`src/rtl/fe_branch_predictor_pkg.sv`:
```
// ---------------------------------------------------------------------------
// fe_branch_predictor_pkg : shared BTB sizing, AGEX->FE bundle widths, helpers
// Revision: 1.0
// ---------------------------------------------------------------------------
`default_nettype none

package fe_branch_predictor_pkg;

  localparam int BTB_IDX_BITS = 4;

  localparam logic [1:0] CTR_ALLOC = 2'd2;
  localparam logic [1:0] CTR_MAX   = 2'd3;
  localparam logic [1:0] CTR_MIN   = 2'd0;

  // Bundle field order: res_valid, res_pc, res_is_branch, res_taken,
  // res_target, res_pred_taken, res_pred_target.
  function automatic int from_agex_to_fe_width(input int dbits);
    return 1 + dbits + 1 + 1 + dbits + 1 + dbits;
  endfunction

  // Width of the {pred_taken, pred_target} pair riding in the FE/DE/AGEX latches.
  function automatic int pred_pair_width(input int dbits);
    return 1 + dbits;
  endfunction

  function automatic logic [1:0] ctr_update(input logic [1:0] ctr, input logic taken);
    logic [1:0] nxt;
    nxt = ctr;
    if (taken && ctr != CTR_MAX) nxt = ctr + 2'd1;
    else if (!taken && ctr != CTR_MIN) nxt = ctr - 2'd1;
    return nxt;
  endfunction

endpackage

`default_nettype wire

```
`src/rtl/fe_branch_predictor_bp_btb_table.sv`:
```
// ---------------------------------------------------------------------------
// bp_btb_table : direct-mapped BTB storage, 1 comb read port, 1 training port
// Revision: 1.0
// ---------------------------------------------------------------------------
`default_nettype none

module bp_btb_table
  import fe_branch_predictor_pkg::*;
#(
  parameter int DBITS    = 32,
  parameter int IDX_BITS = BTB_IDX_BITS
) (
  input  logic                        clk,
  input  logic                        reset,
  input  logic [IDX_BITS-1:0]         rd_idx_i,
  input  logic [DBITS-IDX_BITS-3:0]   rd_tag_i,
  output logic                        rd_hit_o,
  output logic [1:0]                  rd_ctr_o,
  output logic [DBITS-1:0]            rd_target_o,
  input  logic                        wr_en_i,
  input  logic [IDX_BITS-1:0]         wr_idx_i,
  input  logic [DBITS-IDX_BITS-3:0]   wr_tag_i,
  input  logic                        wr_is_branch_i,
  input  logic                        wr_taken_i,
  input  logic [DBITS-1:0]            wr_target_i
);

  localparam int ENTRIES = 1 << IDX_BITS;
  localparam int TAG_W   = DBITS - IDX_BITS - 2;

  logic             valid_q  [ENTRIES];
  logic [1:0]       ctr_q    [ENTRIES];
  logic [TAG_W-1:0] tag_q    [ENTRIES];
  logic [DBITS-1:0] target_q [ENTRIES];

  logic       wr_hit;
  logic       state_we;
  logic       data_we;
  logic       valid_d;
  logic [1:0] ctr_d;

  assign rd_hit_o    = valid_q[rd_idx_i] && (tag_q[rd_idx_i] == rd_tag_i);
  assign rd_ctr_o    = ctr_q[rd_idx_i];
  assign rd_target_o = target_q[rd_idx_i];

  assign wr_hit = valid_q[wr_idx_i] && (tag_q[wr_idx_i] == wr_tag_i);

  always_comb begin
    state_we = 1'b0;
    data_we  = 1'b0;
    valid_d  = valid_q[wr_idx_i];
    ctr_d    = ctr_q[wr_idx_i];
    if (wr_en_i) begin
      if (wr_is_branch_i) begin
        if (wr_hit) begin
          state_we = 1'b1;
          ctr_d    = ctr_update(ctr_q[wr_idx_i], wr_taken_i);
          data_we  = wr_taken_i;
        end else if (wr_taken_i) begin
          state_we = 1'b1;
          valid_d  = 1'b1;
          ctr_d    = CTR_ALLOC;
          data_we  = 1'b1;
        end
      end else if (wr_hit) begin
        // A non-branch matched the tag: the entry is an alias, drop it.
        state_we = 1'b1;
        valid_d  = 1'b0;
      end
    end
  end

  always_ff @(posedge clk or posedge reset) begin
    if (reset) begin
      for (int i = 0; i < ENTRIES; i++) begin
        valid_q[i] <= 1'b0;
        ctr_q[i]   <= CTR_MIN;
      end
    end else if (state_we) begin
      valid_q[wr_idx_i] <= valid_d;
      ctr_q[wr_idx_i]   <= ctr_d;
    end
  end

  // Tag/target need no reset: valid gates every use of them.
  always_ff @(posedge clk) begin
    if (data_we) begin
      tag_q[wr_idx_i]    <= wr_tag_i;
      target_q[wr_idx_i] <= wr_target_i;
    end
  end

endmodule

`default_nettype wire

```
`src/rtl/fe_branch_predictor.sv`:
```
// ---------------------------------------------------------------------------
// fe_branch_predictor : BTB lookup, mispredict redirect/flush, branch stats
// Revision: 1.0
// ---------------------------------------------------------------------------
`default_nettype none

module fe_branch_predictor
  import fe_branch_predictor_pkg::*;
#(
  parameter int DBITS    = 32,
  parameter int IDX_BITS = BTB_IDX_BITS
) (
  input  logic             clk,
  input  logic             reset,
  input  logic             fe_valid,
  input  logic [DBITS-1:0] fe_pc,
  output logic             pred_taken,
  output logic [DBITS-1:0] pred_target,
  input  logic             res_valid,
  input  logic [DBITS-1:0] res_pc,
  input  logic             res_is_branch,
  input  logic             res_taken,
  input  logic [DBITS-1:0] res_target,
  input  logic             res_pred_taken,
  input  logic [DBITS-1:0] res_pred_target,
  output logic             redirect_valid,
  output logic [DBITS-1:0] redirect_pc,
  output logic             flush,
  output logic [31:0]      br_count,
  output logic [31:0]      mispred_count
);

  localparam int TAG_W = DBITS - IDX_BITS - 2;

  logic             lk_hit;
  logic [1:0]       lk_ctr;
  logic [DBITS-1:0] lk_target;

  logic             mispredict;
  logic [DBITS-1:0] redirect_pc_d;
  logic             redirect_valid_q;
  logic [DBITS-1:0] redirect_pc_q;
  logic [31:0]      br_count_q;
  logic [31:0]      mispred_count_q;

  bp_btb_table #(
    .DBITS    (DBITS),
    .IDX_BITS (IDX_BITS)
  ) u_btb (
    .clk            (clk),
    .reset          (reset),
    .rd_idx_i       (fe_pc[IDX_BITS+1:2]),
    .rd_tag_i       (fe_pc[DBITS-1:IDX_BITS+2]),
    .rd_hit_o       (lk_hit),
    .rd_ctr_o       (lk_ctr),
    .rd_target_o    (lk_target),
    .wr_en_i        (res_valid),
    .wr_idx_i       (res_pc[IDX_BITS+1:2]),
    .wr_tag_i       (res_pc[DBITS-1:IDX_BITS+2]),
    .wr_is_branch_i (res_is_branch),
    .wr_taken_i     (res_taken),
    .wr_target_i    (res_target)
  );

  assign pred_taken  = fe_valid & lk_hit & lk_ctr[1];
  assign pred_target = pred_taken ? lk_target : fe_pc + DBITS'(4);

  // A correct not-taken prediction matches regardless of the carried target.
  assign mispredict = res_valid &
                      ((res_taken != res_pred_taken) |
                       (res_taken & (res_target != res_pred_target)));
  assign redirect_pc_d = res_taken ? res_target : res_pc + DBITS'(4);

  always_ff @(posedge clk or posedge reset) begin
    if (reset) begin
      redirect_valid_q <= 1'b0;
      redirect_pc_q    <= '0;
      br_count_q       <= '0;
      mispred_count_q  <= '0;
    end else begin
      redirect_valid_q <= mispredict;
      if (mispredict) redirect_pc_q <= redirect_pc_d;
      if (res_valid && res_is_branch) br_count_q <= br_count_q + 32'd1;
      if (mispredict) mispred_count_q <= mispred_count_q + 32'd1;
    end
  end

  assign redirect_valid = redirect_valid_q;
  assign redirect_pc    = redirect_pc_q;
  assign flush          = redirect_valid_q;
  assign br_count       = br_count_q;
  assign mispred_count  = mispred_count_q;

  if (TAG_W < 1) begin : g_bad_params
    $error("DBITS too small for IDX_BITS");
  end

endmodule

`default_nettype wire

```
`config.mk`:
```
export PLATFORM = sky130hd
export DESIGN_NAME = fe_branch_predictor
export DESIGN_NICKNAME = d
export VERILOG_FILES = /design/src/rtl/fe_branch_predictor_pkg.sv /design/src/rtl/fe_branch_predictor_bp_btb_table.sv /design/src/rtl/fe_branch_predictor.sv
export SDC_FILE = /design/constraint.sdc
export NUM_CORES = 2
export LEC_CHECK = 0
export ABC_CLOCK_PERIOD_IN_PS = 6590
export CAP_MARGIN = 30
export CORE_UTILIZATION = 50
export CTS_CLUSTER_DIAMETER = 60
export DETAILED_ROUTE_END_ITERATION = 10
export GPL_TIMING_DRIVEN = 0
export PLACE_DENSITY = 0.75
export REMOVE_ABC_BUFFERS = 1
export SLEW_MARGIN = 20
export SYNTH_ARGS = -nofsm -noshare
export SYNTH_HDL_FRONTEND = slang
export SYNTH_SLANG_ARGS = --single-unit
```
`constraint.sdc`:
```
create_clock -name clk -period 6.59 [get_ports clk]
set_input_delay 1.318 -clock clk [delete_from_list [all_inputs] [get_ports clk]]
set_output_delay 1.318 -clock clk [all_outputs]
set_load 0.05 [all_outputs]
```
==> flow_summary_export.csv <==
group,metric,value,unit
routing,dr.pass1.iters,6,
clock_network,cts.sinks,1073,
floorplan,dieArea,97000,um^2
pwr,ir_drop,0.259,mV
synthesis,yosys_warnings,0,
critical_path,worstSetupStartpointType,"input pin",
synthesis,yosysUniqueCellTypes,58,
timing,fin_crit,6.56,ns
routing,vias_per_cell,6.55,
pwr,p_leak,19.7,nW
critical_path,crit_chain,"buf_16 > buf_16 > mux4_2 > mux4_2 > nor2b_4 > nor4b_4 > nand2_1 > or4_4 > nor4_4 > buf_6 > buf_4 > buf_8 > mux2_1 > buf_4",
synthesis,synth_top_area_share,58.2,%
placement,gp_congestion,0.865,
timing,finalMaxSlewViolations,0,
timing,finalSetupViolCount,0,
global_routing,grt_pass1_wl,199,mm
critical_path,slowest_stage,"mux4_2",
clock_network,cts_hold_buf,0,
placement,place.port_buffers,265,
clock_network,htreeDepth,3,
synthesis,synth_top_cell_by_area,"edfxtp_1",
critical_path,reg2reg_depth,8,
pwr,sequentialPowerShare,48.1,%
timing,worst_hold_slack,0.472,ns
critical_path,ff2ff_setup_slack,2.05,ns
floorplan,die_width,312,um
timing,skew,0.0252,ns
timing,relSlewSlack,30.5,%
routing,totalWireLength,139,mm
critical_path,required,5.27,ns
clock_network,clock_latency,0.70,ns
flow_run,maxCapViolCount,0,
critical_path,critPathKind,"input pin to output pin",
clock_network,clockBufferDepth,3,
finish,regArea,31500,um^2
synthesis,syn-cell-area,47900,um^2
critical_path,cp.arrival,5.24,ns
timing,rsz0062_at_grt,"false",
pwr,pwr-share-clk,41.1,%
finish,syn2layout_area_growth,21.3,%
routing,vias,28100,
critical_path,crit_family,"multiplexers",
clock_network,cts_buffers,110,
status,status,"complete, no violations",
global_routing,track_usage,28.3,%
pwr,switchingPower,3.77,mW
global_routing,grt_pass1_vias,28700,
timing,worst_slew_pin_slew,1.04,ns
critical_path,path_max_fanout,14,
floorplan,pin_count,266,
critical_path,path_buf_inv,6,
pwr,p_int,12.0,mW
global_routing,grt_max_degree,81,
critical_path,cp-end-kind,"output pin",
floorplan,initial_utilization,50.4,%
placement,hpwlAfterDp,87.8,mm
pwr,power.density,272,nW/um^2
synthesis,synth_top_flop_cell,"edfxtp_1",
timing,period_share,99.5,%
floorplan,fp.dieH,312,um
synthesis,synth-edff-count,928,
finish,layoutNonFillerInstCount,4293,
synthesis,synth_seq_cells,1073,
synthesis,synth_area_per_cell,18.6,um^2
synthesis,postSynth.asyncResetShare,13.5,%
clock_network,cts_tree,"yes",
synthesis,synth.area.top_cells,"edfxtp_1 58%, mux4_2 17%, dfrtp_1 7.6%",
global_routing,antenna_found_initial,16,
clock_network,cts-root-buf,"clkbuf_16",
synthesis,synth.most_common_cell,"edfxtp_1",
synthesis,seq_area_frac_synth,65.8,%
routing,drt_iter0_drc,4102,
critical_path,crit_cells,14,
synthesis,synth_cells,2582,
floorplan,core_area,95000,um^2
finish,drive_gt1_share,27.0,%
finish,layout.nets,3068,
timing,max_freq,153,MHz
min_path,hold_path.class,"flop to flop",
floorplan,num_rows,113,
pwr,swShare,23.9,%
routing,wl_per_cell,32.3,um
finish,n_fill_cell,6489,
finish,multiInputGateArea,15800,um^2
critical_path,slowest_delay,0.58,ns
routing,drt.antenna.violating_nets,0,
clock_network,clkSlewWorstSetupHoldPaths,0.06,ns
global_routing,globalRouteOverflowTotal,0,
min_path,whs_path_depth,1,
pwr,power_frac_comb,10.8,%
timing,finalHoldViolations,0,
synthesis,yosys-top-cells-count,"928 x edfxtp_1, 362 x mux4_2, 145 x dfrtp_1",
placement,place_inst,4050,
routing,drc,0,
[logic make-up (layout without fill, tap and decap cells)]
group	Yosys count	in the layout	synth area share (%)
flops	1073	1073	65.8
compound gates	140	140	1.98
fa+ha+maj	9	9	0.235
other cells	0	9	0
buf+inv	161	598	1.71
simple gates	377	377	3.91
mux	610	610	22.5
xor+xnor	212	212	3.88
[metrics by stage]
| stage | TNS, ns | area [um^2] | utilization [%] | worst slack [ns] | total power [mW] |
|---|---|---|---|---|---|
| finish | 0 | 58100 | 61.2 | 0.0335 | 15.8 |
| global route | 0 | 58100 | 61.1 | 0.00398 | 16.2 |
| CTS | 0 | 57900 | 61.0 | 0.00359 | 15.8 |
| detailed placement | -56.50 | 53600 | 56.5 | -1.98 | 9.36 |
| global placement | - | 51400 | 54.0 | -18.19 | 9.59 |
| floorplan | -0.0933 | 47100 | - | -0.0933 | 8.57 |
[routing by layer]
| layer | global-route usage, % | wire length (um) |
|---|---|---|
| met4 | 10.1 | 4940 |
| met5 | 0 | 94 |
| met2 | 46.2 | 67800 |
| met3 | 6.85 | 16600 |
| met1 | 37.2 | 49200 |
[layout make-up]
| cell class | count | share of cell area (%) |
|---|---|---|
| Inverter | 11 | 0.0861 |
| Multi-Input combinational cell | 1348 | 27.2 |
| Tap cell | 1265 | 2.72 |
| Sequential cell | 1073 | 54.2 |
| Timing Repair Buffer | 380 | 9.25 |
| Clock inverter | 63 | 1.37 |
| Antenna cell | 9 | 0.0388 |
| Clock buffer | 144 | 5.12 |
[layout by cell type, fill, tap and decap left out, drive strengths merged, types with 109 or more instances in the layout]
cell type      Yosys  layout
edfxtp           928     928
mux4             363     363
clkdlybuf4s50      0     223
clkbuf            69     146
dfrtp            145     145
buf               81     139
mux2i            138     138
xnor2            130     130
nand2            123     123
mux2             109     109
[flip-flops by register name, summed over array words and instances (netlist names)]
register and flops:
mispred_count 32, u_btb.valid_q 16, u_btb.ctr_q 32, u_btb.target_q 512
br_count 32, u_btb.tag_q 416, flush 1, redirect_pc 32
[worst paths after layout]
kind	endpoint	startpoint
min in group asynchronous	br_count[27]	reset
min reg2reg	br_count[31]	br_count[31]
max in group asynchronous	redirect_pc[23]	reset
max reg2reg	u_btb.ctr_q[21]	u_btb.tag_q[14][18]
min	br_count[31]	br_count[31]
max	pred_target[10]	fe_pc[2]
[power by group through the flow]
| stage | Clock [mW] | Combinational, mW | Sequential (mW) |
|---|---|---|---|
| after floorplan | 0 | 0.625 | 7.94 |
| after global placement | 0 | 1.85 | 7.74 |
| after detailed placement | 0 | 1.62 | 7.74 |
| after CTS | 6.54 | 1.68 | 7.60 |
| after global routing | 6.80 | 1.78 | 7.61 |
| final | 6.49 | 1.70 | 7.61 |
[repair_timing]
item | 4_1_cts | 5_1_grt
endpoints found under the hold margin | 0 | 0
gates cloned | 11 | 2
pin swaps | 1 | 0
buffers inserted | 10 | 0
gates resized for setup | 213 | 10
setup endpoints to repair | 33 | 33
No activity file was read; power rests on OpenSTA's default activity.
